[src/rtl/register_file_bist_ctrl.sv]
// March C- BIST initiator for the register-file test port, with first-failure diagnostics.
// Define BIST_CHECKERBOARD_EN to append a second pass using a checkerboard background.
module register_file_bist_ctrl #(
    parameter int ADDR_WIDTH = 5,
    parameter int DATA_WIDTH = 32,
    parameter int CNT_WIDTH  = 8
) (
    input  logic                  clk,
    input  logic                  rst_n,
    input  logic                  start_i,
    output logic                  busy_o,
    output logic                  done_o,
    output logic                  fail_o,
    output logic [CNT_WIDTH-1:0]  fail_cnt_o,
    output logic [ADDR_WIDTH-1:0] fail_addr_o,
    output logic [DATA_WIDTH-1:0] fail_data_o,
    output logic                  BIST,
    output logic                  CSN_T,
    output logic                  WEN_T,
    output logic [ADDR_WIDTH-1:0] A_T,
    output logic [DATA_WIDTH-1:0] D_T,
    input  logic [DATA_WIDTH-1:0] Q_T
);

    typedef enum logic [3:0] {
        S_IDLE, S_M0, S_M1, S_M2, S_M3, S_M4, S_M5, S_DRAIN, S_DONE
    } state_t;

    // down: descending walk; rd/wr: element operations; rb1/wb1: read/write use B1
    typedef struct packed {
        logic down;
        logic rd;
        logic wr;
        logic rb1;
        logic wb1;
    } elem_t;

    function automatic elem_t elem(input state_t s);
        case (s)
            S_M0:    return '{1'b0, 1'b0, 1'b1, 1'b0, 1'b0};
            S_M1:    return '{1'b0, 1'b1, 1'b1, 1'b0, 1'b1};
            S_M2:    return '{1'b0, 1'b1, 1'b1, 1'b1, 1'b0};
            S_M3:    return '{1'b1, 1'b1, 1'b1, 1'b0, 1'b1};
            S_M4:    return '{1'b1, 1'b1, 1'b1, 1'b1, 1'b0};
            S_M5:    return '{1'b1, 1'b1, 1'b0, 1'b0, 1'b0};
            default: return '0;
        endcase
    endfunction

`ifdef BIST_CHECKERBOARD_EN
    function automatic logic [DATA_WIDTH-1:0] cb_bg(input logic a0);
        logic [DATA_WIDTH-1:0] b;
        for (int unsigned i = 0; i < DATA_WIDTH; i++) b[i] = (i[0] == a0);
        return b;
    endfunction

    logic r_pass;
    logic w_npass;
`endif

    state_t                r_state;
    logic                  r_busy;
    logic                  r_pend;
    logic [ADDR_WIDTH-1:0] r_pend_addr;
    logic [DATA_WIDTH-1:0] r_pend_exp;

    elem_t                 w_cur;
    elem_t                 w_nxt_el;
    state_t                w_nstate;
    logic                  w_last;
    logic                  w_nwen;
    logic                  w_nb1;
    logic                  w_ncmd;
    logic [ADDR_WIDTH-1:0] w_naddr;
    logic [DATA_WIDTH-1:0] w_ndata;

    assign busy_o = r_busy;
    assign BIST   = r_busy;

    // Next command from the current one; the command registers double as the march cursor.
    always_comb begin
        w_cur    = elem(r_state);
        w_nxt_el = w_cur;
        w_last   = w_cur.down ? (A_T == '0) : (A_T == '1);
        w_nstate = r_state;
        w_naddr  = A_T;
        w_nwen   = 1'b1;
        w_nb1    = 1'b0;
        w_ncmd   = 1'b0;
`ifdef BIST_CHECKERBOARD_EN
        w_npass  = r_pass;
`endif
        if (w_cur.rd && w_cur.wr && WEN_T) begin
            w_ncmd = 1'b1;
            w_nwen = 1'b0;
            w_nb1  = w_cur.wb1;
        end else begin
            if (!w_last) begin
                w_naddr = w_cur.down ? A_T - 1'b1 : A_T + 1'b1;
            end else begin
                case (r_state)
                    S_M0: w_nstate = S_M1;
                    S_M1: w_nstate = S_M2;
                    S_M2: w_nstate = S_M3;
                    S_M3: w_nstate = S_M4;
                    S_M4: w_nstate = S_M5;
`ifdef BIST_CHECKERBOARD_EN
                    S_M5: begin
                        w_nstate = r_pass ? S_DRAIN : S_M0;
                        w_npass  = 1'b1;
                    end
`else
                    S_M5: w_nstate = S_DRAIN;
`endif
                    default: ;
                endcase
                w_nxt_el = elem(w_nstate);
                w_naddr  = w_nxt_el.down ? '1 : '0;
            end
            w_ncmd = w_nxt_el.rd | w_nxt_el.wr;
            w_nwen = w_nxt_el.rd | ~w_ncmd;
            w_nb1  = w_nxt_el.rd ? w_nxt_el.rb1 : w_nxt_el.wb1;
        end
`ifdef BIST_CHECKERBOARD_EN
        w_ndata = (w_npass ? cb_bg(w_naddr[0]) : '0) ^ {DATA_WIDTH{w_nb1}};
`else
        w_ndata = {DATA_WIDTH{w_nb1}};
`endif
    end

    always_ff @(posedge clk or negedge rst_n) begin
        if (!rst_n) begin
            r_state     <= S_IDLE;
            r_busy      <= 1'b0;
            done_o      <= 1'b0;
            fail_o      <= 1'b0;
            fail_cnt_o  <= '0;
            fail_addr_o <= '0;
            fail_data_o <= '0;
            CSN_T       <= 1'b1;
            WEN_T       <= 1'b1;
            A_T         <= '0;
            D_T         <= '0;
            r_pend      <= 1'b0;
            r_pend_addr <= '0;
            r_pend_exp  <= '0;
`ifdef BIST_CHECKERBOARD_EN
            r_pass      <= 1'b0;
`endif
        end else begin
            // D_T carries the expected background on read commands as well
            r_pend      <= r_busy & ~CSN_T & WEN_T;
            r_pend_addr <= A_T;
            r_pend_exp  <= D_T;
            if (r_pend && (Q_T != r_pend_exp)) begin
                fail_o <= 1'b1;
                if (fail_cnt_o != '1) fail_cnt_o <= fail_cnt_o + 1'b1;
                if (!fail_o) begin
                    fail_addr_o <= r_pend_addr;
                    fail_data_o <= Q_T;
                end
            end
            case (r_state)
                S_IDLE, S_DONE: begin
                    if (start_i) begin
                        r_state     <= S_M0;
                        r_busy      <= 1'b1;
                        done_o      <= 1'b0;
                        fail_o      <= 1'b0;
                        fail_cnt_o  <= '0;
                        fail_addr_o <= '0;
                        fail_data_o <= '0;
                        CSN_T       <= 1'b0;
                        WEN_T       <= 1'b0;
                        A_T         <= '0;
                        D_T         <= '0;
`ifdef BIST_CHECKERBOARD_EN
                        r_pass      <= 1'b0;
`endif
                    end
                end
                S_DRAIN: begin
                    r_state <= S_DONE;
                    r_busy  <= 1'b0;
                    done_o  <= 1'b1;
                end
                default: begin
                    r_state <= w_nstate;
                    A_T     <= w_naddr;
                    WEN_T   <= w_nwen;
                    CSN_T   <= ~w_ncmd;
                    D_T     <= w_ndata;
`ifdef BIST_CHECKERBOARD_EN
                    r_pass  <= w_npass;
`endif
                end
            endcase
        end
    end

endmodule

[config.mk]
export PLATFORM = sky130hd
export DESIGN_NAME = register_file_bist_ctrl
export DESIGN_NICKNAME = d
export VERILOG_FILES = /design/src/rtl/register_file_bist_ctrl.sv
export SDC_FILE = /design/constraint.sdc
export NUM_CORES = 1
export LEC_CHECK = 0
export ABC_AREA = 0
export BUFFER_PORTS_ARGS = -buffer_cell sky130_fd_sc_hd__buf_2
export CAP_MARGIN = 20
export CORE_MARGIN = 1
export CORE_UTILIZATION = 51
export CTS_CLUSTER_DIAMETER = 100
export CTS_CLUSTER_SIZE = 28
export DETAILED_ROUTE_END_ITERATION = 6
export PLACE_DENSITY = 0.86
export SETUP_SLACK_MARGIN = 0.02
export SLEW_MARGIN = 20
export SYNTH_ARGS = -nofsm -noshare
export SYNTH_HDL_FRONTEND = slang
export SYNTH_SLANG_ARGS = --single-unit
[constraint.sdc]
create_clock -name clk -period 2.94 [get_ports clk]
set_clock_uncertainty 0.15 [all_clocks]
set_input_delay 0.147 -clock clk [delete_from_list [all_inputs] [get_ports clk]]
set_output_delay 0.147 -clock clk [all_outputs]
set_load 0.01 [all_outputs]
=== Word-level counts from Yosys, hierarchy flattened ===
Index checks and enable logic that the tools add are counted.

* Output and inout bits: 88
* Bits in latches: 0
* Memory bits (writable): 0
* Memories: 0
* Bits of input ports: 35
* ROM bits: 0
* Word-level logic and storage cells: 104
* Register bits after elaboration: 129

* Shifts and indexed selects: 0
* Div/mod/pow operators: 0
* Add/subtract/negate cells: 3
* Mux-type cells: 47
* Order comparisons: 0
* Reduce and logical (&&, ||, !) cells: 12
* Bitwise gates (word level): 8
* Equality and inequality tests: 20
* Multiply operators: 0

{| class="wikitable"
|+ Operators by type and width
! cell !! number
|-
| $mux 32 || 5
|-
| $pmux 32 s2 || 1
|-
| $pmux 5 s6 || 2
|-
| $mux 5 || 11
|-
| $mux 8 || 4
|-
| $ne 32x32->1 || 1
|-
| $eq 4x3->1 const B || 7
|-
| $mux 4 || 7
|-
| $pmux 4 s6 || 1
|-
| $eq 4x2->1 const B || 4
|-
| $mux 1 || 10
|-
| $pmux 5 s2 || 1
|-
| $add 8x1->8 const B || 1
|-
| $eq 4x1->1 const B || 2
|-
| $ne 8x8->1 const B || 1
|-
| $pmux 1 s2 || 4
|-
| $pmux 4 s2 || 1
|-
| $reduce_and 3->1 || 2
|-
| $add 5x1->5 const B || 1
|-
| $eq 5x5->1 const B || 1
|-
| $logic_not 5->1 || 1
|-
| $sub 5x1->5 const B || 1
|-
| $eq 4x4->1 const B || 1
|-
| $logic_not 4->1 || 1
|-
| 11 further kinds || 19
|}

=== Logic depth before layout (Yosys ltp) ===
Gate-level depths: netlist of run 1.

* Word-level depth: 16
* Mapped depth: 11
* Gate-level depth less buffers: 10

=== Worst setup path after synthesis of run 1 ===
OpenSTA, ideal clock, no wires.

* Path type: register to register
* Start point: register r_state[2]
* End point: register A_T[4]
* Setup slack: 654 ps
* Arrival time: 2,015 ps
* Path buffers: 1
* Library setup time: 121 ps
* Period minus slack after synthesis: 2,286 ps
* Stages on the path, launching flop included: 11
* Data required time: 2,669 ps
* Cells stage by stage: dfrtp_1 buf_2 and2b_1 nand2_1 inv_1 ha_1 a21o_1 a21oi_1 xnor2_1 o21a_1 o22a_1

* Cells in the longest elaborated chain, start to end: 12
* Elaborated cells between the ends (all ways): 35
* Classes of those cells: 16 x eq/ne; 13 x mux; 1 x bitwise; 5 x reduce/logical

{| class="wikitable"
|+ RTL lines
! what !! RTL line !! RTL
|-
| from (decl) || 61 || <nowiki>state_t r_state;</nowiki>
|-
| from (signal assigned) || 188 || <nowiki>r_state <= w_nstate;</nowiki>
|-
| $eq 4x3->1, or another cell as far along || 39, 101 ||
|-
| $pmux 4 s6 || 101 || <nowiki>case (r_state)</nowiki>
|-
| $mux 4 || 98 || <nowiki>if (!w_last) begin</nowiki>
|-
| $mux 4 || 93 || <nowiki>if (w_cur.rd && w_cur.wr && WEN_T) begin</nowiki>
|-
| $eq 4x3->1, or another cell as far along || 39 || <nowiki>case (s)</nowiki>
|-
| $pmux 5 s6 || 39 ||
|-
| $mux 5 || 98 ||
|-
| $mux 5 || 93 ||
|-
| $mux 5 || 118 || <nowiki>w_naddr = w_nxt_el.down ? '1 : '0;</nowiki>
|-
| $mux 5 || 98 ||
|-
| $mux 5 || 93 ||
|-
| $pmux 5 s2 || 163 || <nowiki>case (r_state)</nowiki>
|-
| to (signal assigned) || 189 || <nowiki>A_T <= w_naddr;</nowiki>
|-
| to (decl) || 20 || <nowiki>output logic [ADDR_WIDTH-1:0] A_T,</nowiki>
|}

Several ways; a longest one is shown, not always the timed one. The select of a mux whose other input is x is not followed.
A chain may end at the register's enable or synchronous reset.

=== Final worst setup path of run 1 ===
* Start point: input port Q_T[10]
* End point: register fail_data_o[7]

* Cells in the longest elaborated chain, start to end: 5

{| class="wikitable"
|+ RTL lines
! what !! RTL line !! RTL
|-
| from (decl) || 22 || <nowiki>input logic [DATA_WIDTH-1:0] Q_T</nowiki>
|-
| $ne 32x32->1 (*) || 155 || <nowiki>if (r_pend && (Q_T != r_pend_exp)) begin</nowiki>
|-
| $logic_and 1x1->1 (*) || 155 ||
|-
| $mux 32 (*) || 155 ||
|-
| $mux 32 || 165 || <nowiki>if (start_i) begin</nowiki>
|-
| $mux 32 (*) || 163 ||
|-
| to (signal assigned) || 139 || <nowiki>fail_data_o <= '0;</nowiki>
|-
| to (signal assigned) || 160 || <nowiki>fail_data_o <= Q_T;</nowiki>
|-
| to (signal assigned) || 172 || <nowiki>fail_data_o <= '0;</nowiki>
|-
| to (decl) || 16 || <nowiki>output logic [DATA_WIDTH-1:0] fail_data_o,</nowiki>
|}

Mark *: on every way between the ends. The rest lies on a longest branch, timed or not.

==> metrics.log, run 1 <==
INFO  metric status = complete, no violations
INFO  metric clk_transition_reported_paths = ~0.070 ns
INFO  metric cellPowerDensity = between 400 and 500 nW/µm²
INFO  metric ys_ff_latch = 67
INFO  metric yosysSeqAreaShare = 0.462
INFO  metric synth_cell_type_count = slightly below 50
INFO  metric gr-usage-all-layers = 0.257
INFO  metric critical_path.max_stage_delay = roughly 0.53 ns
INFO  metric clock_tree_from_tritoncts = done
INFO  metric synth.cell_area = 3630 µm²
INFO  metric yosys_top_cell_by_area = sky130_fd_sc_hd__dfrtp_1
INFO  metric synth-xor-area-share = 0.0145
INFO  metric clock_insertion_delay_worst_skew = between 0.3 and 0.4 ns
INFO  metric placement.cell_area = ~4100 µm²
INFO  metric total_negative_slack = 0 ns
INFO  metric cts_hold_buffers = 33
INFO  metric first_pass_grt_wire_length = roughly 15000 µm
INFO  metric synth_flop_cell = sky130_fd_sc_hd__dfrtp_1
INFO  metric worst-slew-pin-transition = 0.941 ns
INFO  metric cp_cell_sequence = dlygate4sd3_1, buf_2, or4_1, nor4_1, o22ai_1, o21ai_4, buf_4, nand3_1, o21ai_1
INFO  metric gp_congestion = around 0.90
INFO  metric min_from = start_i
INFO  metric ctsRootBufferMaster = sky130_fd_sc_hd__clkbuf_8
INFO  metric detailedRoute.firstIterationViolations = 174
INFO  metric floorplan.io_pins = approximately 120
INFO  metric numClockSinks = 67
INFO  metric cts.htree.levels = 3
INFO  metric rr_startpoint = r_state[0]
INFO  metric cts.repair_timing.setup_buffer_count = 0
INFO  metric cp-start-kind = input port
INFO  metric die-height = approximately 86 µm
INFO  metric synth_simple_gate_area_share = 0.231
INFO  metric port-buffer-count = about 120
INFO  metric grt_use_met1 = 0.344
INFO  metric leakage = between 2 and 2.5 nW
INFO  metric totalWireLength = 9220 µm
INFO  metric layout_min_cycle_time = roughly 2.6 ns
INFO  metric postSynthCellCount = around 420
INFO  metric period_share = 0.896
INFO  metric grt_busiest_layer = met2
INFO  metric fp-row-count = 30
INFO  metric synth.top_cells.by_area = sky130_fd_sc_hd__dfrtp_1 (45%), sky130_fd_sc_hd__buf_4 (7.2%), sky130_fd_sc_hd__nand3_1 (7.0%)
INFO  metric hold_depth = 3
INFO  metric timing.max_slew.rel_slack = 0.355
INFO  metric synthToLayoutAreaGrowth = 27.5%
INFO  metric synth_top_area_frac = 0.448
INFO  metric core_area = 6830 µm²
INFO  metric layout-drive-gt1-share = 0.285
INFO  metric cts_buffer_depth = 2
INFO  metric ff2ff_setup_slack = roughly 0.33 ns
INFO  metric ys.warnings.count = 0
INFO  metric critPathArrivalTime = 2.74 ns
INFO  metric worst-endpoint-required = ~3.1 ns
INFO  metric tritoncts.num_buffers = 9
INFO  metric slew_viols_final = 0
INFO  metric cts_repair_resized_insts = 0
INFO  metric asyncSetResetFlopFracSynth = 1.00
INFO  metric nNetsFinal = 575
INFO  metric worst_setup_path_startpoint = Q_T[10]
INFO  metric crit_fanout = 36
INFO  metric dp.final_hpwl = roughly 6000 µm
INFO  metric area_share_of_fa_ha_maj_cells_after_synthesis = 0.0220
INFO  metric grt_start_max_net_pins = 80
INFO  metric global_route.overflow_total = 0
INFO  metric rsz0062_at_grt = false
INFO  metric layoutNonFillerInstCount = 636
INFO  metric chipWidth = approximately 86 µm
INFO  metric worstSetupEndpointType = flip-flop
INFO  metric antennaDiodeCount = 0
INFO  metric route.detailed.vias_per_inst = about 5.4
INFO  metric synth_compound_area_frac = 0.150
INFO  metric hold_class = input port to flip-flop
INFO  metric grt_use_met2 = 0.419
INFO  metric maxCapViolCount = 0
INFO  metric floorplan.initialDensity = 0.532
INFO  metric setup_viol_count_final = 0
INFO  metric ff2ff_path_depth = 6
INFO  metric dr_total_vias = between 3000 and 4000
INFO  metric critPathSlowestCell = sky130_fd_sc_hd__dlygate4sd3_1
INFO  metric first_pass_iters = 5
INFO  metric grt_pass1_vias = a little over 3000
INFO  metric max_freq = ~380 MHz
INFO  metric combinational_family_with_the_most_area_after_synthesis = simple AND/OR/NAND/NOR gates
INFO  metric drt.antenna.violating_nets = 0
INFO  metric postLayoutSetupSlackWorst = 0.305 ns
INFO  metric antenna_violations_before_repair = 0
INFO  metric dp_worst_setup_slack = 0.377 ns
INFO  metric synth_nets = around 460
INFO  metric post-route-cell-area = about 4600 µm²
INFO  metric post-place-cells = between 500 and 600
INFO  metric globalRouteMet3Util = 0.0514
INFO  metric ir_drop = between 200 and 250 µV
INFO  metric dieArea = approximately 7500 µm²
INFO  metric post_synth_edffs = 0
INFO  metric critical_path_class = input port to flip-flop
INFO  metric final_hold_viol_count = 0
INFO  metric synth_area_per_cell = 8.71 µm²
INFO  metric yosys-mux-area-fraction = 0.00551
INFO  metric drc_errors = 0
INFO  metric wl_per_instance = around 15 µm
## cells by family after synthesis
family	Yosys count
buf+inv	67
mux	2
compound gates	94
flops	67
fa+ha+maj	6
xor+xnor	6
simple gates	175
## stage by stage
step	power, mW	util	hold WS [ns]
CTS	1.99	0.678	0.0193
detailed placement	1.10	0.597	-0.0166
finish	1.98	0.678	0.0383
global route	2.06	0.678	0.0830
global placement	1.09	0.597	-0.0207
floorplan	1.02	-	-0.299
## synthesized netlist by cell type, types with 3 or more instances
cell	n
sky130_fd_sc_hd__a21o_1	3
sky130_fd_sc_hd__a21oi_1	18
sky130_fd_sc_hd__a31oi_1	3
sky130_fd_sc_hd__and2_1	3
sky130_fd_sc_hd__and3_1	5
sky130_fd_sc_hd__buf_2	3
sky130_fd_sc_hd__buf_4	35
sky130_fd_sc_hd__buf_6	4
sky130_fd_sc_hd__clkbuf_1	14
sky130_fd_sc_hd__dfrtp_1	65
sky130_fd_sc_hd__ha_1	4
sky130_fd_sc_hd__inv_1	10
sky130_fd_sc_hd__nand2_1	67
sky130_fd_sc_hd__nand3_1	51
sky130_fd_sc_hd__nand4_1	4
sky130_fd_sc_hd__nor2_1	13
sky130_fd_sc_hd__nor3_1	4
sky130_fd_sc_hd__nor4_1	6
sky130_fd_sc_hd__o21ai_0	17
sky130_fd_sc_hd__o21ai_1	36
sky130_fd_sc_hd__or3_1	10
sky130_fd_sc_hd__or4_1	5
sky130_fd_sc_hd__xnor2_1	3
sky130_fd_sc_hd__xor2_1	3
## area by class of cell
type                            count  area, µm²
Fill cell                         548       2200
Sequential cell                    67       1680
Clock inverter                      6       88.8
Inverter                           10       37.5
Clock buffer                       10        138
Tap cell                           96        120
Timing Repair Buffer              164       1020
Multi-Input combinational cell    283       1550
## worst max-delay path, delay by kind of cell
kind                   cells  cell delay (ns)
buffers and inverters      3             1.00
AO/OA/AOI/OAI              3             0.54
AND/OR/NAND/NOR            3             1.04
## metal layers
layer,routed length (µm),up-vias,part of all wire
met5,0,-,0
met3,600,16,0.065
met1,3910,1615,0.42
li1,-,1665,-
met4,161,0,0.017
met2,4550,137,0.49
## path summary, 6_finish.rpt
path                                   end
setup / recovery            fail_data_o[7]
hold / removal                        BIST
setup reg to reg                     WEN_T
hold reg to reg             r_pend_addr[3]
max in group asynchronous           A_T[3]
min in group asynchronous  fail_data_o[10]
## sequential cells by signal, indices dropped and copies added, names as in the netlist
signal,count
fail_o,1
fail_addr_o,5
r_pend_exp,1
done_o,1
r_pend,1
WEN_T,1
BIST,1
fail_data_o,32
CSN_T,1
A_T,5
r_pend_addr,5
fail_cnt_o,8
D_T,1
r_state,4
## report_power, final
group | internal [mW] | total (mW) | switching (mW)
clock network | 0.500 | 0.861 | 0.360
registers | 0.944 | 0.956 | 0.0122
logic | 0.0789 | 0.165 | 0.0860
total | 1.52 | 1.98 | 0.458
## layout by cell type (no fill, tap or decap), drive strengths merged, types with 3 or more instances in the layout
cell and n:
ha 4, nor3 4, dfrtp 65, xor2 3, o21ai 54, clkbuf 10, a21oi 18, nand4 4
nand2 67, nor2 13, and2 3, buf 131, nand3 51, xnor2 3, a31oi 3, dlygate4sd3 33
or3 10, a21o 3, nor4 6, inv 10, or4 5, and3 5
No activity file was read; power rests on OpenSTA's default activity.
==> inputs of run 2 (changes only) <==
ABC_AREA = 1   (was 0)
CORE_UTILIZATION = 52   (was 51)
==> run 2 against run 1 <==
Net effect:
- cell area increased by 5.5%
- non-clock buffer count shrank 5
- sequential power increased by 1%
- fmax up 19%
- critical path type is now flip-flop to flip-flop
- critical endpoint is now A_T[4]
- largest power group unchanged
- highest routed layer unchanged
==> metrics.log, run 2 <==
INFO  metric synth_nets = between 500 and 600
INFO  metric cts.repair_timing.setup_buffer_count = 0
INFO  metric worstPathBufferInverterCount = 2
INFO  metric core_area = between 7000 and 8000 µm²
INFO  metric switching_power = 0.494 mW
INFO  metric leading_cell_types_in_the_layout_fill_and_taps_excluded = sky130_fd_sc_hd__nand2_1 (169), sky130_fd_sc_hd__buf_2 (122), sky130_fd_sc_hd__nor2_1 (119)
INFO  metric ir_drop = 182 µV
INFO  metric totalWireLength = 9430 µm
INFO  metric critical_path_class = flip-flop to flip-flop
INFO  metric leakage = between 3 and 4 nW
INFO  metric layoutNonFillerInstCount = between 700 and 800
INFO  metric floorplan.initialDensity = 0.538
INFO  metric antenna_violations_before_repair = 0
INFO  metric fp-row-count = 31
INFO  metric flip_flop_count_of_the_largest_register_all_copies_and_words_added = 32
INFO  metric synth_top_area_frac = 0.417
INFO  metric critPathArrivalTime = roughly 2.3 ns
INFO  metric cellPowerDensity = approximately 400 nW/µm²
INFO  metric nNetsFinal = about 720
INFO  metric synth_area_per_cell = slightly above 7 µm²
INFO  metric crit_family = compound AO/OA/AOI/OAI gates
INFO  metric port-buffer-count = 122
INFO  metric antennaDiodeCount = 0
INFO  metric yosys-mux-area-fraction = 0
INFO  metric layout_min_cycle_time = ~2.2 ns
INFO  metric dr_total_vias = around 3700
INFO  metric p_total = roughly 2.0 mW
INFO  metric post-route-cell-area = between 4000 and 5000 µm²
INFO  metric synth_simple_gate_area_share = 0.339
INFO  metric fill_cells = ~590
INFO  metric slew_viols_final = 0
INFO  metric sequentialPowerShare = 0.495
INFO  metric final_hold_viol_count = 0
INFO  metric drt.antenna.violating_nets = 0
INFO  metric synth-xor-area-share = 0.0112
INFO  metric drc_errors = 0
INFO  metric first_pass_iters = 5
INFO  metric synth.cell_area = 3900 µm²
INFO  metric cts.htree.levels = 3
INFO  metric cp-start-kind = flip-flop
INFO  metric clk_transition_reported_paths = approximately 0.08 ns
INFO  metric layout-drive-gt1-share = 0.231
INFO  metric dp.final_hpwl = 6130 µm
INFO  metric gr-usage-all-layers = 0.253
INFO  metric synth_cell_type_count = 33
INFO  metric biggestRegsByFlops = fail_data_o x32, fail_cnt_o x8
INFO  metric yosys-top-cells-count = sky130_fd_sc_hd__nand2_1 (169), sky130_fd_sc_hd__nor2_1 (119), sky130_fd_sc_hd__inv_1 (72)
INFO  metric yosysSeqAreaShare = 0.431
INFO  metric dieArea = 7850 µm²
INFO  metric wl_per_instance = 12.0 µm
INFO  metric timing.max_slew.rel_slack = 0.481
INFO  metric route.detailed.vias_per_inst = 4.74
INFO  metric grt_pass1_vias = 3493
INFO  metric synth_compound_area_frac = 0.0414
INFO  metric critical_path.max_stage_delay = roughly 0.43 ns
INFO  metric crit_fanout = 5
INFO  metric setup_viol_count_final = 0
INFO  metric combinational_family_with_the_most_area_after_synthesis = simple AND/OR/NAND/NOR gates
INFO  metric asyncSetResetFlopFracSynth = 1.00
INFO  metric clock_insertion_delay_worst_skew = about 0.35 ns
INFO  metric max_freq = ~450 MHz
INFO  metric detailedRoute.firstIterationViolations = between 200 and 250
INFO  metric worstSetupEndpointType = flip-flop
INFO  metric post_synth_edffs = 0
INFO  metric multi_input_area = roughly 1600 µm²
INFO  metric ys.warnings.count = 0
INFO  metric total_negative_slack = 0 ns
INFO  metric numClockSinks = 67
INFO  metric clock_power_share = 0.394
INFO  metric hold_ws = around 0.26 ns
INFO  metric first_pass_grt_wire_length = roughly 15000 µm
INFO  metric die-height = between 80 and 90 µm
INFO  metric tritoncts.num_buffers = 9
INFO  metric layout.cells.most_common = sky130_fd_sc_hd__nand2_1
INFO  metric met1Wirelength = ~4000 µm
INFO  metric cp_cell_sequence = inv_1, nand2_1, nor2_1, ha_1, inv_1, nor2_1, o21ai_0, a21oi_1, o31ai_1, nand2_1
INFO  metric cts_repair_resized_insts = 0
INFO  metric gp_congestion = roughly 1.0
INFO  metric status = complete, no violations
INFO  metric hold_class = input port to asynchronous set/reset pin
INFO  metric maxCapViolCount = 0
INFO  metric critPathSlowestCell = sky130_fd_sc_hd__dfrtp_1
INFO  metric synth_flop_cell = sky130_fd_sc_hd__dfrtp_1
INFO  metric post-place-cells = between 700 and 800
INFO  metric combPwrFrac = 0.111
INFO  metric clock_tree_from_tritoncts = done
INFO  metric ctsRootBufferMaster = sky130_fd_sc_hd__clkbuf_8
INFO  metric regMostFlops = fail_data_o
INFO  metric chipWidth = roughly 89 µm
INFO  metric power.share.switching = 0.252
INFO  metric ys_ff_latch = between 60 and 70
INFO  metric dr_wl_met2 = 4660 µm
INFO  metric postSynthCellCount = 553
INFO  metric global_route.overflow_total = 0
INFO  metric area_share_of_fa_ha_maj_cells_after_synthesis = 0.0180
INFO  metric grt_start_max_net_pins = 75
INFO  metric internal_power = between 1 and 1.5 mW
INFO  metric synthToLayoutAreaGrowth = 25.3%
INFO  metric placement.cell_area = 4340 µm²
INFO  metric worst-endpoint-required = between 3 and 4 ns
INFO  metric yosys_top_cell_by_area = sky130_fd_sc_hd__dfrtp_1
INFO  metric post-synth-top-count-cell = sky130_fd_sc_hd__nand2_1
INFO  metric cts_buffer_depth = 2
INFO  metric rsz0062_at_grt = false
INFO  metric worst-slew-pin-transition = between 0.7 and 0.8 ns
INFO  metric floorplan.io_pins = between 100 and 150
INFO  metric met3RoutedLength = 647 µm
INFO  metric seq_area = ~1700 µm²
INFO  metric route.top_layer_used = met4
INFO  metric synth.top_cells.by_area = sky130_fd_sc_hd__dfrtp_1 (42%), sky130_fd_sc_hd__nand2_1 (16%), sky130_fd_sc_hd__nor2_1 (11%)
INFO  metric ff2ff_setup_slack = between 0.7 and 0.8 ns
INFO  metric period_share = 0.752
[run 2: cell count changes after synthesis, moves of 10 or more]
cell / previous run / this run
sky130_fd_sc_hd__clkbuf_1: 14 / 2
sky130_fd_sc_hd__nor2_1: 13 / 119
sky130_fd_sc_hd__o21ai_1: 36 / 0
sky130_fd_sc_hd__a21oi_1: 18 / 8
sky130_fd_sc_hd__nand3_1: 51 / 13
sky130_fd_sc_hd__nand2_1: 67 / 169
sky130_fd_sc_hd__inv_1: 10 / 72
sky130_fd_sc_hd__or3_1: 10 / 0
[run 2: per-layer routing]
metal  up-vias  global-route usage
li1       1870                   -
met1      1670               0.285
met2       145               0.459
met3        23              0.0513
met4         0               0.117
met5         -                   0
[run 2: cells by family (layout without fill, tap and decap cells)]
family | count (synthesis) | after routing
compound gates | 29 | 29
xor+xnor | 5 | 5
fa+ha+maj | 5 | 5
buf+inv | 120 | 251
flops | 67 | 67
simple gates | 327 | 327
[run 2: power by group through the flow]
stage | Sequential [mW] | Combinational [mW] | Clock, mW
floorplan | 1.00 | 0.0639 | 0
global placement | 0.985 | 0.172 | 0
detailed placement | 0.987 | 0.178 | 0
CTS | 0.969 | 0.213 | 0.791
global route | 0.973 | 0.246 | 0.824
finish | 0.970 | 0.217 | 0.773
[run 2: cell type report]
type | instances | area share
timing repair buffer | 159 | 0.204
inverter | 76 | 0.0584
clock buffer | 10 | 0.0282
sequential | 67 | 0.344
clock inverter | 6 | 0.0133
tap | 99 | 0.0254
multi-input combinational | 366 | 0.327
[run 2: worst paths after layout]
check / end / from / cells after the start
max: A_T[4] / r_state[3] / 10
min: fail_data_o[21] / rst_n / 2
max reg2reg: A_T[4] / r_state[3] / 10
min reg2reg: CSN_T / CSN_T / 2
max in group asynchronous: WEN_T / rst_n / 3
min in group clk: CSN_T / CSN_T / 2
[run 2: what timing repair did]
item | 4_1_cts | 5_1_grt
hold buffers | 34 | 0
endpoints found under the setup margin | 0 | 0
endpoints found under the hold margin | 67 | 0
[run 2: per-stage QoR]
step,util,setup slack [ns]
2_1_floorplan,-,1.01
3_3_place_gp,0.599,0.898
3_5_place_dp,0.599,0.770
4_1_cts,0.674,0.751
5_1_grt,0.674,0.533
6_report,0.674,0.729
==> inputs of run 3 (changes only) <==
CORE_UTILIZATION = 47   (was 52)
PLACE_DENSITY = 0.82   (was 0.86)
clock period = 1.95 ns   (was 2.94 ns; I/O delays follow)
==> run 3 against run 2 <==
Net effect:
- the flow now finishes with violations (negative setup slack)
- critical endpoint is now fail_data_o[6]
- first-iteration DRC count fell by 2.7%
- power rose by 55%
- clock power rose by 55%
- setup slack got worse by 0.84 ns
- non-clock buffer count rose by 47
- global-route usage fell by 1.1 points
- utilization rose by 4.6 points
- via count rose by 14%
- sequential share of layout area fell by 4.8 points
==> metrics.log, run 3 (same netlist as run 2, synthesis figures left out) <==
INFO  metric setup_viol_count_final = 32
INFO  metric detailedRoute.firstIterationViolations = 213
INFO  metric cp-start-kind = flip-flop
INFO  metric gr-usage-all-layers = 0.242
INFO  metric fill_cells = between 500 and 600
INFO  metric clk_transition_reported_paths = about 0.08 ns
INFO  metric max_freq = between 400 and 500 MHz
INFO  metric grt_busiest_layer = met2
INFO  metric regMostFlops = fail_data_o
INFO  metric numClockSinks = 67
INFO  metric clock_tree_from_tritoncts = done
INFO  metric dieArea = about 8700 µm²
INFO  metric final_hold_viol_count = 0
INFO  metric postLayoutSetupSlackWorst = -0.111 ns
INFO  metric slew_viols_final = 0
INFO  metric cts_buffer_depth = 2
INFO  metric grt_use_met2 = 0.422
INFO  metric synthToLayoutAreaGrowth = 45.5%
INFO  metric antennaDiodeCount = 0
INFO  metric leakage = between 3 and 4 nW
INFO  metric ff2ff_path_depth = 12
INFO  metric failed_checks = negative setup slack
INFO  metric dp.final_hpwl = around 7000 µm
INFO  metric totalWireLength = 12300 µm
INFO  metric hold_class = input port to asynchronous set/reset pin
INFO  metric post-place-cells = 760
INFO  metric rr_startpoint = r_pend_exp[30]
INFO  metric flip_flop_count_of_the_largest_register_all_copies_and_words_added = 32
INFO  metric grt_pass1_vias = between 3000 and 4000
INFO  metric drt.antenna.violating_nets = 0
INFO  metric grt_start_max_net_pins = 42
INFO  metric rsz0062_at_grt = true
INFO  metric port-buffer-count = around 120
INFO  metric nNetsFinal = 767
INFO  metric maxCapViolCount = 0
INFO  metric ir_drop = 308 µV
INFO  metric chipWidth = 93.1 µm
INFO  metric cellPowerDensity = ~530 nW/µm²
INFO  metric first_pass_grt_wire_length = 16400 µm
INFO  metric crit_fanout = 8
INFO  metric floorplan.initialDensity = 0.494
INFO  metric globalRouteMet3Util = 0.0504
INFO  metric route.detailed.vias_per_inst = 5.06
INFO  metric first_pass_iters = 5
INFO  metric dr_total_vias = between 4000 and 5000
INFO  metric worst-slew-pin-transition = just over 0.7 ns
INFO  metric antenna_violations_before_repair = 0
INFO  metric layoutNonFillerInstCount = approximately 830
INFO  metric period_share = 1.06
INFO  metric biggestRegsByFlops = fail_data_o x32, fail_cnt_o x8
INFO  metric tritoncts.num_buffers = 9
INFO  metric cts.htree.levels = 3
INFO  metric fp-row-count = 32
INFO  metric clock_insertion_delay_worst_skew = between 0.3 and 0.4 ns
INFO  metric total_negative_slack = -2.12 ns
INFO  metric drc_errors = 0
INFO  metric layout-drive-gt1-share = 0.358
INFO  metric floorplan.io_pins = approximately 120
INFO  metric leading_cell_types_in_the_layout_fill_and_taps_excluded = sky130_fd_sc_hd__nand2_1 (139), sky130_fd_sc_hd__buf_2 (122), sky130_fd_sc_hd__nor2_1 (106)
INFO  metric grt_use_met1 = 0.295
INFO  metric die-height = about 93 µm
INFO  metric ctsRootBufferMaster = sky130_fd_sc_hd__clkbuf_8
INFO  metric worst-endpoint-required = ~2.1 ns
INFO  metric timing.max_slew.rel_slack = 0.522
INFO  metric dp_worst_setup_slack = -0.0708 ns
INFO  metric worst_setup_path_startpoint = r_pend_exp[30]
INFO  metric worstSetupEndpointType = flip-flop
INFO  metric layout_min_cycle_time = ~2 ns
INFO  metric layout.cells.most_common = sky130_fd_sc_hd__nand2_1
INFO  metric wl_per_instance = around 15 µm
INFO  metric global_route.overflow_total = 0
INFO  metric core_area = approximately 8000 µm²
INFO  metric gp_congestion = about 0.9
INFO  metric status = complete, but fails checks
INFO  metric critPathArrivalTime = between 2 and 2.5 ns
INFO  metric hold_ws = about 0.19 ns
INFO  metric critical_path_class = flip-flop to flip-flop
run 3: cell count changes in the layout (fill, tap and decap cells not counted), sizes merged:
cell | before | now
clkbuf | 10 | 16
buf | 125 | 166
nand3 | 14 | 15
run 3: routing by layer:
metal | wire length [µm] | part of all wire
met1 | 4770 | 0.39
met2 | 6330 | 0.51
met3 | 856 | 0.070
met4 | 351 | 0.029
met5 | 0 | 0
run 3: repair_timing:
| item | 4_1_cts | 5_1_grt |
|---|---|---|
| pin swaps | 2 | 36 |
| setup buffers | 2 | 11 |
| cloned | 1 | 10 |
| hold endpoints to repair | 57 | 0 |
| hold buffers | 34 | 0 |
| resized for setup | 9 | 78 |
| setup endpoints to repair | 39 | 57 |
run 3: cell type report:
type,instances,area (µm²),area share
inverters,76,285,0.0503
clock buffers,10,138,0.0243
clock inverters,6,65.1,0.0115
flip-flops and latches,67,1680,0.296
multi-input cells,367,1850,0.326
repair buffers,206,1530,0.270
well taps,102,128,0.0225
run 3: worst paths after layout:
check / slack (ns) / end
setup reg to reg: -0.11 / fail_data_o[6]
min in group clk: 0.33 / CSN_T
hold / removal: 0.19 / fail_data_o[21]
max in group asynchronous: 0.87 / r_pend_exp[30]
setup / recovery: -0.11 / fail_data_o[6]
hold reg to reg: 0.33 / CSN_T
run 3: stage by stage:
stage	power [mW]	utilization	instance area (µm²)
2_1_floorplan	1.60	-	3900
3_3_place_gp	1.75	0.576	4540
3_5_place_dp	1.76	0.576	4540
4_1_cts	2.99	0.653	5150
5_1_grt	3.16	0.720	5680
6_report	3.03	0.720	5680
run 3: critical path, cell delays in order (launching register included):
cell	delay, ns
sky130_fd_sc_hd__dfrtp_2	0.47
sky130_fd_sc_hd__or2_1	0.22
sky130_fd_sc_hd__nor2_1	0.10
sky130_fd_sc_hd__nand2_1	0.06
sky130_fd_sc_hd__nand2_1	0.12
sky130_fd_sc_hd__nand2_2	0.09
sky130_fd_sc_hd__inv_2	0.08
sky130_fd_sc_hd__nand2_4	0.09
sky130_fd_sc_hd__nand3_4	0.21
sky130_fd_sc_hd__clkbuf_16	0.23
sky130_fd_sc_hd__nand2_2	0.05
sky130_fd_sc_hd__nand2_1	0.07
sky130_fd_sc_hd__nor2_1	0.04
run 3: power by group:
part	total, mW	switching [mW]	internal [mW]
clock network	1.20	0.572	0.625
registers	1.46	0.0281	1.43
logic	0.371	0.202	0.169
